`src/rtl/sipo_deserializer_if.sv`:
```
// Bus bundle for the serial-to-parallel word assembler: serial input side
// (bit_in/bit_valid/clear) plus the completed-word and status outputs.
interface sipo_deserializer_if #(
  parameter int WIDTH = 8,
  parameter int CNT_W = 16
);
  localparam int BC_W = $clog2(WIDTH + 2);

  logic             bit_in;
  logic             bit_valid;
  logic             clear;
  logic [WIDTH-1:0] data_out;
  logic             data_valid;
  logic             parity_err;
  logic             busy;
  logic [BC_W-1:0]  bit_count;
  logic [CNT_W-1:0] word_count;

  // Bit source side: supplies serial bits and consumes assembled words.
  modport master (
    output bit_in, bit_valid, clear,
    input  data_out, data_valid, parity_err, busy, bit_count, word_count
  );

  // Deserializer side.
  modport slave (
    input  bit_in, bit_valid, clear,
    output data_out, data_valid, parity_err, busy, bit_count, word_count
  );
endinterface

```
`src/rtl/sipo_deserializer.sv`:
```
// Serial-in/parallel-out word assembler for the RS232 receive path.
// Packs WIDTH qualified bits into a word in the selected bit order,
// optionally checks a trailing parity bit, and strobes data_valid for one
// cycle after each completed word. clear aborts a partial frame.
module sipo_deserializer #(
  parameter int WIDTH      = 8,
  parameter int LSB_FIRST  = 1,
  parameter int PARITY_EN  = 0,
  parameter int PARITY_ODD = 0,
  parameter int CNT_W      = 16
) (
  input  logic               clk,
  input  logic               rst,
  sipo_deserializer_if.slave bus
);

  localparam int BC_W  = $clog2(WIDTH + 2);
  localparam int IDX_W = $clog2(WIDTH);

  localparam logic [1:0] S_IDLE = 2'd0;
  localparam logic [1:0] S_DATA = 2'd1;
  localparam logic [1:0] S_PAR  = 2'd2;

  logic [1:0]       state_q,      state_d;
  logic [WIDTH-1:0] shift_q,      shift_d;
  logic [WIDTH-1:0] data_out_q,   data_out_d;
  logic             parity_err_q, parity_err_d;
  logic             data_valid_q, data_valid_d;
  logic [BC_W-1:0]  bit_count_q,  bit_count_d;
  logic [CNT_W-1:0] word_count_q, word_count_d;

  logic [IDX_W-1:0] pos;
  logic             complete;
  logic             par_err_calc;

  // Target bit position of the next data bit, from the frame bit index.
  always_comb begin
    if (LSB_FIRST != 0) pos = bit_count_q[IDX_W-1:0];
    else                pos = IDX_W'(WIDTH - 1) - bit_count_q[IDX_W-1:0];
  end

  // Next-state logic: framing FSM, shift register and word completion.
  always_comb begin
    // NOTE: every variable gets a default here so no path leaves one
    // unassigned, which would otherwise infer a latch.
    state_d      = state_q;
    shift_d      = shift_q;
    data_out_d   = data_out_q;
    parity_err_d = parity_err_q;
    data_valid_d = 1'b0;
    bit_count_d  = bit_count_q;
    word_count_d = word_count_q;
    complete     = 1'b0;
    par_err_calc = 1'b0;

    if (bus.clear) begin
      // Abort wins over any bit presented on the same edge.
      state_d     = S_IDLE;
      bit_count_d = '0;
      shift_d     = '0;
    end else if (bus.bit_valid) begin
      case (state_q)
        S_IDLE, S_DATA: begin
          shift_d[pos] = bus.bit_in;
          if (state_q == S_DATA && bit_count_q == BC_W'(WIDTH - 1)) begin
            if (PARITY_EN != 0) begin
              state_d     = S_PAR;
              bit_count_d = BC_W'(WIDTH);
            end else begin
              complete = 1'b1;
            end
          end else begin
            state_d     = S_DATA;
            bit_count_d = bit_count_q + 1'b1;
          end
        end
        S_PAR: begin
          complete     = 1'b1;
          par_err_calc = ((^shift_q) ^ bus.bit_in) != (PARITY_ODD != 0);
        end
        default: begin
          state_d     = S_IDLE;
          bit_count_d = '0;
        end
      endcase

      if (complete) begin
        state_d      = S_IDLE;
        bit_count_d  = '0;
        data_out_d   = shift_d;
        parity_err_d = (PARITY_EN != 0) && par_err_calc;
        data_valid_d = 1'b1;
        word_count_d = word_count_q + 1'b1;
      end
    end
  end

  // State registers with asynchronous active-high reset.
  always_ff @(posedge clk or posedge rst) begin
    if (rst) begin
      state_q      <= S_IDLE;
      shift_q      <= '0;
      data_out_q   <= '0;
      parity_err_q <= 1'b0;
      data_valid_q <= 1'b0;
      bit_count_q  <= '0;
      word_count_q <= '0;
    end else begin
      // NOTE: non-blocking assignments so every flop samples pre-edge values.
      state_q      <= state_d;
      shift_q      <= shift_d;
      data_out_q   <= data_out_d;
      parity_err_q <= parity_err_d;
      data_valid_q <= data_valid_d;
      bit_count_q  <= bit_count_d;
      word_count_q <= word_count_d;
    end
  end

  assign bus.data_out   = data_out_q;
  assign bus.data_valid = data_valid_q;
  assign bus.parity_err = parity_err_q;
  assign bus.busy       = (state_q != S_IDLE);
  assign bus.bit_count  = bit_count_q;
  assign bus.word_count = word_count_q;

endmodule

```
`src/flat_wrapper.sv`:
```
// flat-port wrapper written by rule: the top's interface ports become plain ports
module sipo_deserializer_flat 
#(
  parameter int WIDTH      = 8,
  parameter int LSB_FIRST  = 1,
  parameter int PARITY_EN  = 0,
  parameter int PARITY_ODD = 0,
  parameter int CNT_W      = 16
)
  (clk, rst, bus_bit_in, bus_bit_valid, bus_clear, bus_data_out, bus_data_valid, bus_parity_err, bus_busy, bus_bit_count, bus_word_count);
  sipo_deserializer_if #(.WIDTH(WIDTH), .CNT_W(CNT_W)) bus_i ();
  input  logic clk;
  input  logic rst;
  input wire logic [$bits(bus_i.bit_in)-1:0] bus_bit_in;
  input wire logic [$bits(bus_i.bit_valid)-1:0] bus_bit_valid;
  input wire logic [$bits(bus_i.clear)-1:0] bus_clear;
  output wire logic [$bits(bus_i.data_out)-1:0] bus_data_out;
  output wire logic [$bits(bus_i.data_valid)-1:0] bus_data_valid;
  output wire logic [$bits(bus_i.parity_err)-1:0] bus_parity_err;
  output wire logic [$bits(bus_i.busy)-1:0] bus_busy;
  output wire logic [$bits(bus_i.bit_count)-1:0] bus_bit_count;
  output wire logic [$bits(bus_i.word_count)-1:0] bus_word_count;
  assign bus_i.bit_in = bus_bit_in;
  assign bus_i.bit_valid = bus_bit_valid;
  assign bus_i.clear = bus_clear;
  assign bus_data_out = bus_i.data_out;
  assign bus_data_valid = bus_i.data_valid;
  assign bus_parity_err = bus_i.parity_err;
  assign bus_busy = bus_i.busy;
  assign bus_bit_count = bus_i.bit_count;
  assign bus_word_count = bus_i.word_count;
  sipo_deserializer #(.WIDTH(WIDTH), .LSB_FIRST(LSB_FIRST), .PARITY_EN(PARITY_EN), .PARITY_ODD(PARITY_ODD), .CNT_W(CNT_W)) u_core (.clk(clk), .rst(rst), .bus(bus_i));
endmodule
```
`config.mk`:
```
export PLATFORM = sky130hd
export DESIGN_NAME = sipo_deserializer_flat
export DESIGN_NICKNAME = d
export VERILOG_FILES = /design/src/rtl/sipo_deserializer_if.sv /design/src/rtl/sipo_deserializer.sv /design/src/flat_wrapper.sv
export SDC_FILE = /design/constraint.sdc
export NUM_CORES = 1
export LEC_CHECK = 0
export CORE_MARGIN = 2
export CORE_UTILIZATION = 46
export CTS_CLUSTER_DIAMETER = 30
export CTS_CLUSTER_SIZE = 20
export DETAILED_ROUTE_END_ITERATION = 8
export PLACE_DENSITY = 0.86
export SLEW_MARGIN = 20
export SYNTH_ARGS = -nofsm -noshare
export SYNTH_HDL_FRONTEND = slang
export SYNTH_SLANG_ARGS = --single-unit
```
`constraint.sdc`:
```
create_clock -name clk -period 1.55 [get_ports clk]
set_input_delay 0.2325 -clock clk [delete_from_list [all_inputs] [get_ports clk]]
set_output_delay 0.2325 -clock clk [all_outputs]
set_load 0.05 [all_outputs]
```
# Yosys cells after proc, flatten, opt, wreduce, memory -nomap -nowiden
# Index checks and enable logic that the tools add are counted.
[op_classes]
multipliers = 0
n_lt_le_gt_ge = 2
shifts = 0
n_bitwise = 1
n_mux = 23
addsub = 2
n_reduce_logical = 8
n_div = 0
eq_ne = 5
[ops]
columns = ["cell", "n"]
rows = [
  ["$mux W8", 3],
  ["$add A16 B1 Y16 const B", 1],
  ["$mux W4", 4],
  ["$bwmux W8", 1],
  ["$mux W2", 4],
  ["$pmux W4 S2", 1],
  ["$mux W1", 7],
  ["$reduce_and A3 Y1", 2],
  ["$add A4 B1 Y4 const B", 1],
  ["$eq A4 B3 Y1 const B", 1],
  ["$lt A3 B4 Y1 const B", 1],
  ["$ne A4 B4 Y1 const B", 1],
  ["$pmux W2 S2", 1],
  ["$reduce_bool A2 Y1", 2],
  ["$demux W1 S3", 1],
  ["$ge A3 B1 Y1 const B", 1],
  ["$ne A3 B2 Y1 const B", 1],
  ["$eq A2 B1 Y1 const B", 1],
  ["$eq A2 B2 Y1 const B", 1],
  ["$logic_and A1 B1 Y1", 2],
  ["$logic_not A2 Y1", 1],
  ["$pmux W1 S2", 1],
  ["$reduce_or A2 Y1", 1],
  ["$not A1 Y1", 1],
]
[totals]
output_inout_bits = 31
latch_bits = 0
in_bits = 5
romBits = 0
ff_bits = 39
ramBits = 0
mem_count = 0
word_cells = 47

# Logic depth before layout (Yosys ltp)
[depth]
depth_word = 9
mapped_depth = 7
mapped_depth_nobuf = 6

# Worst setup path after synthesis
# No wires, ideal clock.
[synth_timing]
path_type = "reg-to-reg"
from = "register u_core.bit_count_q[1] (netlist: u_core.bus.bit_count[1])"
to = "register u_core.word_count_q[0] (netlist: u_core.bus.word_count[0])"
t_required_ns = 1.409
arrival_ns = 1.718
setup_slack_ns = -0.309
path_stages_with_launch = 7
setup_ns = 0.141
n_path_buf = 2
period_less_slack_ns = 1.859
path_cell_list = "dfrtp_1 ha_1 nand2_1 or3_1 buf_2 buf_6 xnor2_2"
[synth_via]
elab_chain_len = 7
[synth_lines]
columns = ["element", "line_no", "rtl"]
rows = [
  ["start, declared", "sipo_deserializer.sv:29", "logic [BC_W-1:0] bit_count_q, bit_count_d;"],
  ["start signal, assigned", "sipo_deserializer.sv:115", "bit_count_q <= bit_count_d;"],
  ["$eq A4 B3 Y1", "sipo_deserializer.sv:65", "if (state_q == S_DATA && bit_count_q == BC_W'(WIDTH - 1)) begin"],
  ["$logic_and A1 B1 Y1", "sipo_deserializer.sv:65", ""],
  ["$mux W1", "sipo_deserializer.sv:65", ""],
  ["$pmux W1 S2", "sipo_deserializer.sv:62", "case (state_q)"],
  ["$mux W1", "sipo_deserializer.sv:61", "end else if (bus.bit_valid) begin"],
  ["$mux W1", "sipo_deserializer.sv:56", "if (bus.clear) begin"],
  ["$reduce_and A3 Y1 (no line)", "-", ""],
  ["end signal, assigned", "sipo_deserializer.sv:116", "word_count_q <= word_count_d;"],
  ["end, declared", "sipo_deserializer.sv:30", "logic [CNT_W-1:0] word_count_q, word_count_d;"],
]
# No other way between the ends. The select of a mux whose other input is x is not followed.
# A chain may end at the register's enable or synchronous reset.

# Worst setup path in the final report
[layout_timing]
from = "register u_core.word_count_q[0] (netlist: u_core.bus.word_count[0])"
to = "register u_core.word_count_q[10] (netlist: u_core.bus.word_count[10])"
[layout_via]
elab_chain_len = 1
[layout_lines]
columns = ["element", "line_no", "rtl"]
rows = [
  ["$add A16 B1 Y16", "sipo_deserializer.sv:93", "word_count_d = word_count_q + 1'b1;"],
]
# No other way between the ends.

==> flow_summary.toml <==
[power_and_ir_drop]
p_leak_nw = 1.14
vdd_drop_max_uv = 418
power.density_mw_per_mm2 = 787

[die]
core_mm2 = 0.00369
die_area_mm2 = 0.00438
ios = 36
row_count = 22
start_util_pct = 48.2
fp.dieH_um = 66.2
die_w_um = 66.2

[grt]
grt_pass1_wl_um = 6230
grt_overflow = 0
grt_pass1_vias = 1380
antenna_found_initial = 0
grt_max_degree = 39
grt_usage_pct = 18.9

[logic_synthesis]
synth_cells = 168
synth_seq_cells = 38
synth_edf_count = 0
syn_avg_cell_area_um2 = 10.6
synth-main-ff-cell = "dfrtp_1"
syn_nets = 175
synthArstFlopShare_pct = 100
yosysMostFrequentCell = "dfrtp_1"
synth_cell_types = 32
synth_seq_area_share_pct = 53.4
synth_area_leaders = "dfrtp_1 (53%), mux2i_1 (5.1%), nand2_1 (4.9%), xor2_1 (4.4%), nor2_1 (4.2%)"
yosys.area.top_type = "dfrtp_1"
synth_common_cells = "dfrtp_1 (38), nand2_1 (23), nor2_1 (20)"
netlist.area_leader.share_pct = 53.4
ys_warn_count = 0
syn_area_mm2 = 0.00178

[route]
ant_nets = 0
drt-vias-per-instance = 5.17
finalWirelength_um = 3560
drt_pass1_iterations = 4
avgRoutedWirePerCell_um = 13.9
vias = 1328
drt_iter0_markers = 83
drc = 0

[place]
gp_congestion = 0.776
dp_hpwl_um = 2580
placedCellCount = 250
io_buffer_count = 34
pre_cts_ws_ps = -105

[critical_path]
r2r_end = "u_core.bus.word_count[10]"
crit_arrival_ps = 1680
r2r_cells = 5
start_kind = "flop"
end_kind = "flop"
path_class = "flop to flop"
worstPathMaxFanout = 4
r2r_slack_ps = 90
timing.rr.start = "u_core.bus.word_count[0]"
required_ps = 1770

[sta]
hold_ws_ps = 317
tns_ps = 0
setup_viol_count_final = 0
finalWorstSetupSlack_ps = 85.7
fmax_mhz = 683
rsz0062_at_grt = "no"
skew_ps = 5.59
slew_violations = 0
hold_viol = 0
min_period_ps = 1460
finalCritPeriodShare_pct = 94.5

[clock_tree]
clockBufferDepth = 2
htreeDepth = 2
clock-sinks = 38
cts.clk_slew.worst_paths_ps = 70
clock_latency_ps = 290
root_buffer = "clkbuf_8"
post-cts-setup-buffer-count = 0
cts_buffers = 5
cts_hold_buf = 0
cts_resized = 0
cts_tree = "yes"

[final_layout]
drive_above_1_share_pct = 31.6
layout.nets = 216
synthToLayoutAreaGrowth_pct = 31.6
final_util_pct = 63.5
final_cells = 257
antennaDiodeCount = 0

[run]
maxCapViolCount = 0

[hold_path]
min-delay-path-class = "primary input to async pin"

[outcome]
status = "finished, final reports clean"
[placed cells by master, fill, tap and decap left out, drive strengths merged]
cell type / n
buf: 40
dfrtp: 38
nand2: 23
nor2: 20
o21ai: 10
mux2i: 9
xor2: 9
a211oi: 8
xnor2: 8
nand3: 5
clkbuf: 5
inv: 4
clkdlybuf4s50: 4
nand4: 4
nand3b: 3
and4: 3
and3: 2
nor3b: 2
clkinv: 2
nor3: 2
ha: 2
or3: 1
and3b: 1
and4b: 1
and4bb: 1
nand2b: 1
conb: 1
[where the power goes]
group          total (W)  switching, W  internal, W
sequential       0.00103     0.0000165      0.00101
clock           0.000625      0.000324     0.000301
combinational   0.000188      0.000112    0.0000755
[cells by family after synthesis]
family / count (synthesis) / synth area share (%)
muxes: 9 / 5.06
DFF: 38 / 53.4
xor gates and xnor gates: 17 / 8.79
other: 1 / 0.211
buffers and inverters: 14 / 4.15
AOI/OAI and AO/OA: 18 / 6.19
adders and majority gates: 2 / 1.41
and+or+nand+nor: 69 / 20.7
[per-layer routing]
| layer | global-route usage (%) | vias to the layer above | part of all wire, % |
|---|---|---|---|
| met1 | 21.5 | 618 | 42 |
| met5 | 0 | - | 0 |
| met3 | 3.92 | 9 | 4.8 |
| met4 | 11.5 | 0 | 2.2 |
| met2 | 32.4 | 51 | 51 |
| li1 | - | 650 | - |
[metrics by stage]
stage	total power, W	area [um2]
2_1_floorplan	0.00116	1810
6_report	0.00184	2340
5_1_grt	0.00192	2340
4_1_cts	0.00187	2340
3_5_place_dp	0.00124	2260
3_3_place_gp	0.00123	2260
[how the worst max path moves through the flow]
stage / from / to / slack [ps] / cells past startpoint
2_1_floorplan: u_core.bus.bit_count[1] / u_core.bus.word_count[0] / -80 / 6
3_3_place_gp: bus_bit_valid / u_core.bus.word_count[11] / -90 / 5
3_5_place_dp: bus_bit_valid / u_core.bus.word_count[10] / -110 / 5
4_1_cts: u_core.bus.word_count[0] / u_core.bus.word_count[10] / 90 / 5
5_1_grt: u_core.bus.word_count[0] / u_core.bus.word_count[10] / 4 / 5
6_report: u_core.bus.word_count[0] / u_core.bus.word_count[10] / 90 / 5
[critical path: stages, from the launching register on]
cell and delay (ps):
dfrtp_2 440, ha_1 160, and4b_1 280, nand4_2 190
nor2_1 190, xor2_1 150
[cell type report]
type | count | area (um2)
Clock inverter | 2 | 10.0
Timing Repair Buffer | 44 | 453
Inverter | 4 | 15.0
Fill cell | 316 | 1350
Clock buffer | 5 | 68.8
Tap cell | 48 | 60.1
Multi-Input combinational cell | 116 | 769
Sequential cell | 38 | 965
[flip-flops by register name (all words and copies together), names as in the netlist]
signal                 cells
u_core.shift_q             8
u_core.bus.bit_count       4
u_core.bus.data_out        8
u_core.bus.data_valid      1
u_core.state_q             1
u_core.bus.word_count     16
Note: power is estimated with default switching activity, not from simulation.
